### src/rtl/bsg_cell_rr_arbiter_if.sv
// rtl/bsg_cell_rr_arbiter_if.sv - requester, cell and response bundle for the rr cell arbiter
interface bsg_cell_rr_arbiter_if #(
    parameter int num_req_p = 4,
    parameter int width_p   = 10
);
    logic [num_req_p-1:0]         req_v_i;
    logic [num_req_p*width_p-1:0] req_data_i;
    logic [num_req_p-1:0]         req_ready_o;
    logic                         cell_v_o;
    logic [width_p-1:0]           cell_data_o;
    logic                         cell_ready_i;
    logic                         cell_v_i;
    logic [width_p-1:0]           cell_data_i;
    logic                         cell_yumi_o;
    logic [num_req_p-1:0]         resp_v_o;
    logic [width_p-1:0]           resp_data_o;
    logic [num_req_p-1:0]         resp_yumi_i;
    logic                         error_o;

    modport master (
        output req_v_i, req_data_i, cell_ready_i, cell_v_i, cell_data_i, resp_yumi_i,
        input  req_ready_o, cell_v_o, cell_data_o, cell_yumi_o, resp_v_o, resp_data_o, error_o
    );

    modport slave (
        input  req_v_i, req_data_i, cell_ready_i, cell_v_i, cell_data_i, resp_yumi_i,
        output req_ready_o, cell_v_o, cell_data_o, cell_yumi_o, resp_v_o, resp_data_o, error_o
    );
endinterface

### src/rtl/bsg_cell_rr_arbiter.sv
// rtl/bsg_cell_rr_arbiter.sv - round-robin arbiter sharing one cell, tag FIFO routes responses back
module bsg_cell_rr_arbiter #(
    parameter int num_req_p = 4,
    parameter int width_p   = 10,
    parameter int tag_els_p = 4
) (
    input  logic clk_i,
    input  logic reset_n_i,
    bsg_cell_rr_arbiter_if.slave io
);
    localparam int lg_req = (num_req_p > 1) ? $clog2(num_req_p) : 1;
    localparam int lg_tag = (tag_els_p > 1) ? $clog2(tag_els_p) : 1;
    localparam int cnt_w  = $clog2(tag_els_p + 1);

    logic [lg_req-1:0] r_rr;
    logic              r_lock;
    logic [lg_req-1:0] r_locked_id;
    logic [lg_req-1:0] r_tags [tag_els_p];
    logic [lg_tag-1:0] r_wptr;
    logic [lg_tag-1:0] r_rptr;
    logic [cnt_w-1:0]  r_count;
    logic              r_error;

    logic [lg_req-1:0] w_cand;
    logic              w_cand_v;
    logic              w_full;
    logic              w_empty;
    logic              w_issue;
    logic              w_yumi;
    logic              w_resp_v;
    logic [lg_req-1:0] w_head;
    int                w_idx;

    function automatic logic [lg_tag-1:0] f_tag_inc(input logic [lg_tag-1:0] p);
        return (p == lg_tag'(tag_els_p - 1)) ? '0 : p + lg_tag'(1);
    endfunction

    // A held lock pins the grant; a dropped locked request yields no candidate until the lock clears.
    always_comb begin
        w_cand   = '0;
        w_cand_v = 1'b0;
        w_idx    = 0;
        if (r_lock) begin
            w_cand   = r_locked_id;
            w_cand_v = io.req_v_i[r_locked_id];
        end else begin
            for (int i = num_req_p - 1; i >= 0; i--) begin
                w_idx = (int'(r_rr) + i) % num_req_p;
                if (io.req_v_i[w_idx]) begin
                    w_cand   = lg_req'(w_idx);
                    w_cand_v = 1'b1;
                end
            end
        end
    end

    assign w_full   = (r_count == cnt_w'(tag_els_p));
    assign w_empty  = (r_count == '0);
    assign w_issue  = io.cell_v_o & io.cell_ready_i;
    assign w_head   = r_tags[r_rptr];
    assign w_resp_v = io.cell_v_i & ~w_empty;
    assign w_yumi   = w_resp_v & io.resp_yumi_i[w_head];

    assign io.cell_v_o    = w_cand_v & ~w_full;
    assign io.cell_data_o = io.req_data_i[w_cand*width_p +: width_p];
    assign io.req_ready_o = w_issue ? ({{(num_req_p-1){1'b0}}, 1'b1} << w_cand) : '0;
    assign io.resp_v_o    = w_resp_v ? ({{(num_req_p-1){1'b0}}, 1'b1} << w_head) : '0;
    assign io.resp_data_o = io.cell_data_i;
    assign io.cell_yumi_o = w_yumi;
    assign io.error_o     = r_error;

    always_ff @(posedge clk_i or negedge reset_n_i) begin
        if (!reset_n_i) begin
            r_rr        <= '0;
            r_lock      <= 1'b0;
            r_locked_id <= '0;
            r_wptr      <= '0;
            r_rptr      <= '0;
            r_count     <= '0;
            r_error     <= 1'b0;
        end else begin
            if (w_issue) begin
                r_rr   <= (w_cand == lg_req'(num_req_p - 1)) ? '0 : w_cand + lg_req'(1);
                r_lock <= 1'b0;
                r_wptr <= f_tag_inc(r_wptr);
            end else if (io.cell_v_o) begin
                r_lock      <= 1'b1;
                r_locked_id <= w_cand;
            end else if (r_lock && !io.req_v_i[r_locked_id]) begin
                r_lock <= 1'b0;
            end
            if (w_yumi) begin
                r_rptr <= f_tag_inc(r_rptr);
            end
            case ({w_issue, w_yumi})
                2'b10:   r_count <= r_count + cnt_w'(1);
                2'b01:   r_count <= r_count - cnt_w'(1);
                default: r_count <= r_count;
            endcase
            if (io.cell_v_i && w_empty) begin
                r_error <= 1'b1;
            end
        end
    end

    // Tag storage needs no reset: occupancy alone says which entries are live.
    always_ff @(posedge clk_i) begin
        if (w_issue) begin
            r_tags[r_wptr] <= w_cand;
        end
    end
endmodule

### src/flat_wrapper.sv
// flat-port wrapper written by rule: the top's interface ports become plain ports
module bsg_cell_rr_arbiter_flat 
#(
    parameter int num_req_p = 4,
    parameter int width_p   = 10,
    parameter int tag_els_p = 4
)
  (clk_i, reset_n_i, io_req_v_i, io_req_data_i, io_cell_ready_i, io_cell_v_i, io_cell_data_i, io_resp_yumi_i, io_req_ready_o, io_cell_v_o, io_cell_data_o, io_cell_yumi_o, io_resp_v_o, io_resp_data_o, io_error_o);
  bsg_cell_rr_arbiter_if #(.num_req_p(num_req_p), .width_p(width_p)) io_i ();
  input  logic clk_i;
  input  logic reset_n_i;
  input wire logic [$bits(io_i.req_v_i)-1:0] io_req_v_i;
  input wire logic [$bits(io_i.req_data_i)-1:0] io_req_data_i;
  input wire logic [$bits(io_i.cell_ready_i)-1:0] io_cell_ready_i;
  input wire logic [$bits(io_i.cell_v_i)-1:0] io_cell_v_i;
  input wire logic [$bits(io_i.cell_data_i)-1:0] io_cell_data_i;
  input wire logic [$bits(io_i.resp_yumi_i)-1:0] io_resp_yumi_i;
  output wire logic [$bits(io_i.req_ready_o)-1:0] io_req_ready_o;
  output wire logic [$bits(io_i.cell_v_o)-1:0] io_cell_v_o;
  output wire logic [$bits(io_i.cell_data_o)-1:0] io_cell_data_o;
  output wire logic [$bits(io_i.cell_yumi_o)-1:0] io_cell_yumi_o;
  output wire logic [$bits(io_i.resp_v_o)-1:0] io_resp_v_o;
  output wire logic [$bits(io_i.resp_data_o)-1:0] io_resp_data_o;
  output wire logic [$bits(io_i.error_o)-1:0] io_error_o;
  assign io_i.req_v_i = io_req_v_i;
  assign io_i.req_data_i = io_req_data_i;
  assign io_i.cell_ready_i = io_cell_ready_i;
  assign io_i.cell_v_i = io_cell_v_i;
  assign io_i.cell_data_i = io_cell_data_i;
  assign io_i.resp_yumi_i = io_resp_yumi_i;
  assign io_req_ready_o = io_i.req_ready_o;
  assign io_cell_v_o = io_i.cell_v_o;
  assign io_cell_data_o = io_i.cell_data_o;
  assign io_cell_yumi_o = io_i.cell_yumi_o;
  assign io_resp_v_o = io_i.resp_v_o;
  assign io_resp_data_o = io_i.resp_data_o;
  assign io_error_o = io_i.error_o;
  bsg_cell_rr_arbiter #(.num_req_p(num_req_p), .width_p(width_p), .tag_els_p(tag_els_p)) u_core (.clk_i(clk_i), .reset_n_i(reset_n_i), .io(io_i));
endmodule
### config.mk
export PLATFORM = sky130hd
export DESIGN_NAME = bsg_cell_rr_arbiter_flat
export DESIGN_NICKNAME = d
export VERILOG_FILES = /design/src/rtl/bsg_cell_rr_arbiter_if.sv /design/src/rtl/bsg_cell_rr_arbiter.sv /design/src/flat_wrapper.sv
export SDC_FILE = /design/constraint.sdc
export NUM_CORES = 1
export LEC_CHECK = 0
export CORE_MARGIN = 2
export CORE_UTILIZATION = 47
export CTS_BUF_LIST = sky130_fd_sc_hd__clkbuf_4 sky130_fd_sc_hd__clkbuf_8
export CTS_CLUSTER_DIAMETER = 120
export DETAILED_ROUTE_END_ITERATION = 8
export PLACE_DENSITY_LB_ADDON = 0.15
export SLEW_MARGIN = 20
export SYNTH_ARGS = -nofsm -noshare
export SYNTH_HDL_FRONTEND = slang
export SYNTH_SLANG_ARGS = --single-unit
### constraint.sdc
create_clock -name clk_i -period 3.7 [get_ports clk_i]
set_clock_uncertainty 0.05 [all_clocks]
set_input_delay 0.37 -clock clk_i [delete_from_list [all_inputs] [get_ports clk_i]]
set_output_delay 0.37 -clock clk_i [all_outputs]
set_load 0.02 [all_outputs]
==> metrics.txt <==
crit-path max FO=10; Power Total=2250 uW; Port Buf Inserts=72; Min-Delay Path Class=flip-flop to flip-flop; Setup TNS Final=0 ns; FFs w/ async S/R, synth=0.619; register area=566 um^2; Total GRT Usage=0.209; startpoint class of the critical path=input pin; number of top-level pins=93; Max stage delay cell, worst path=clkdlybuf4s50_1; Worst EP arrival=2.90 ns; top cells by area, synth=dfrtp_1 (16%), edfxtp_1 (12%), mux2i_1 (8.3%); Ys Warns=0; post_cts resized=0; post-synthesis cell count=213; unique cell type count in the Yosys netlist=42; count leader, synth=nor2b_1; row count=23; delay-heaviest family, CP=buffers and inverters; Final #Nets=345; Yosys reg bits=21; CTS max path bufs=2; final setup fails=0; Initial Utilization=0.500; Pleak=0.00114 uW; peak supply drop=0.475 mV; drc violations=0; layout cells sized above 1=0.0923; cts bufs inserted=3; initial antenna violation count=0; die height=70.0 um; DR pass1 iterations=4; Pwr per Cell Area=811 nW/um^2; Synth Flop Type=dfrtp_1; critical path type=input pin to output pin; vias post-DR=1854; GP Congestion=0.796; min Tclk post-route=3.32 ns; # clock sinks=21; core area=4090 um^2; slew margin rel.=0.484; largest net degree at the start of global routing=21; Synth Area per Inst=9.60 um^2; syn nets=286; crit path cell chain=clkdlybuf4s50_1, nor2b_1, a221oi_2, a211oi_2, o21ai_0, a32oi_1, clkdlybuf4s50_1; Final Hold Fails=0; crit-path max cell delay=0.64 ns; CTS Root Cell=clkbuf_8; DR top layer=met4; post-DP HPWL=3940 um; post-synthesis sequential area ratio=0.277; Worst-path clk slew=0.07 ns; H-tree levels=1; final wirelength=5020 um; met1 WL=2060 um; CTS tree=yes; crit share post-route=0.898; worst path bufs/invs=2; first-pass GRT wire length=8380 um; Syn Std Cell Area=2040 um^2; worst setup margin=0.377 ns; status=finished clean; RSZ-0062 raised after global routing=false; Post-synth EDFFs=8; Fillers=339; WL/cell=15.6 um; Area growth syn-to-layout=35.7%; CP endpoint kind=output pin; pre-CTS setup slack=0.369 ns; worst skew pair latency=0.26 ns; die area=4890 um^2; ANT cells=0; met2 wire length=2510 um; # hold bufs at CTS=0; area leader, netlist=dfrtp_1; Worst-Margin Slew=0.773 ns; DRT antenna net count=0; Multi-input gate area=1290 um^2; CP most frequent cell=clkdlybuf4s50_1; mean number of vias per cell=5.78; required time of the critical path=3.28 ns; WL met3=392 um; DR iter-0 viols=139; grt ovf=0; post-layout util=0.679; # Post-CTS Setup Buffers=0; Max-Cap Viols=0; FMAX=0.301 GHz; Die Span X=70.0 um; top-area cell type share of the netlist area=0.159; vias in the first global route=1895; Commonest cells post-synth=nor2b_1 (24), mux2i_1 (17), dfrtp_1 (13), a32oi_1 (11), o21ai_0 (11); Final Slew Violations=0
==> path summary, 6_finish.rpt <==
check                                             startpoint                            end  slack (ns)  cells past startpoint
setup / recovery                               io_req_v_i[3]              io_cell_data_o[0]        0.38                      7
hold / removal                 u_core.io.error_o$_DFFE_PN0P_  u_core.io.error_o$_DFFE_PN0P_        0.41                      1
setup reg to reg           u_core.r_locked_id[0]$_DFFE_PN0P_  u_core.r_count[2]$_DFFE_PN0P_        0.95                     11
hold reg to reg                u_core.io.error_o$_DFFE_PN0P_  u_core.io.error_o$_DFFE_PN0P_        0.41                      1
max in group asynchronous                          reset_n_i   u_core.r_wptr[1]$_DFFE_PN0P_        2.78                      1
min in group asynchronous                          reset_n_i  u_core.io.error_o$_DFFE_PN0P_        0.43                      1
==> sequential cells by signal, indices dropped and copies added (netlist names) <==
name	flops
u_core.r_tags	8
u_core.r_rr	2
u_core.r_wptr	2
u_core.r_locked_id	2
u_core.r_rptr	2
u_core.r_count	3
u_core.r_lock	1
u_core.io.error_o	1
==> where the power goes <==
part / total (uW) / internal (uW) / switching (uW)
combinational: 1630 / 802 / 826
clock: 153 / 83.9 / 68.7
sequential: 471 / 354 / 118
total: 2250 / 1240 / 1010
==> kinds of logic (layout without fill, tap and decap cells) <==
kind of cell | after synthesis | after routing | synth area share
muxes | 27 | 27 | 0.159
AOI/OAI and AO/OA | 43 | 43 | 0.173
DFF | 21 | 21 | 0.277
buffers and inverters | 34 | 92 | 0.0918
xor gates and xnor gates | 3 | 3 | 0.0129
and+or+nand+nor | 74 | 74 | 0.217
adders and majority gates | 11 | 11 | 0.0710
==> area by class of cell <==
cell class                      instances  area share
Multi-Input combinational cell        158       0.465
Timing Repair Buffer                   79       0.279
Sequential cell                        21       0.204
Tap cell                               50      0.0225
Clock buffer                            4      0.0176
Inverter                                9      0.0122
==> stage by stage <==
stage / hold WS, ns / std cells / area (um^2)
floorplan: 0.0244 / 213 / 2040
global placement: 0.387 / 317 / 2730
detailed placement: 0.394 / 317 / 2730
CTS: 0.410 / 321 / 2780
global route: 0.441 / 321 / 2780
finish: 0.406 / 321 / 2780
==> routing by layer <==
layer / global-route usage / up-vias
met5: 0 / -
met1: 0.234 / 862
met4: 0.0641 / 0
met3: 0.0548 / 10
met2: 0.383 / 75
li1: - / 907
==> layout by cell type (no fill, tap or decap), types with 9 or more instances in the layout <==
master and count:
and3_1 9, ha_1 10, mux2i_1 17, a222oi_1 10
clkdlybuf4s50_1 72, nand3_1 10, dfrtp_1 13, o21ai_0 11
nor2b_1 24, a32oi_1 11, nor3b_1 10
Note: power is estimated with default switching activity, not from simulation.
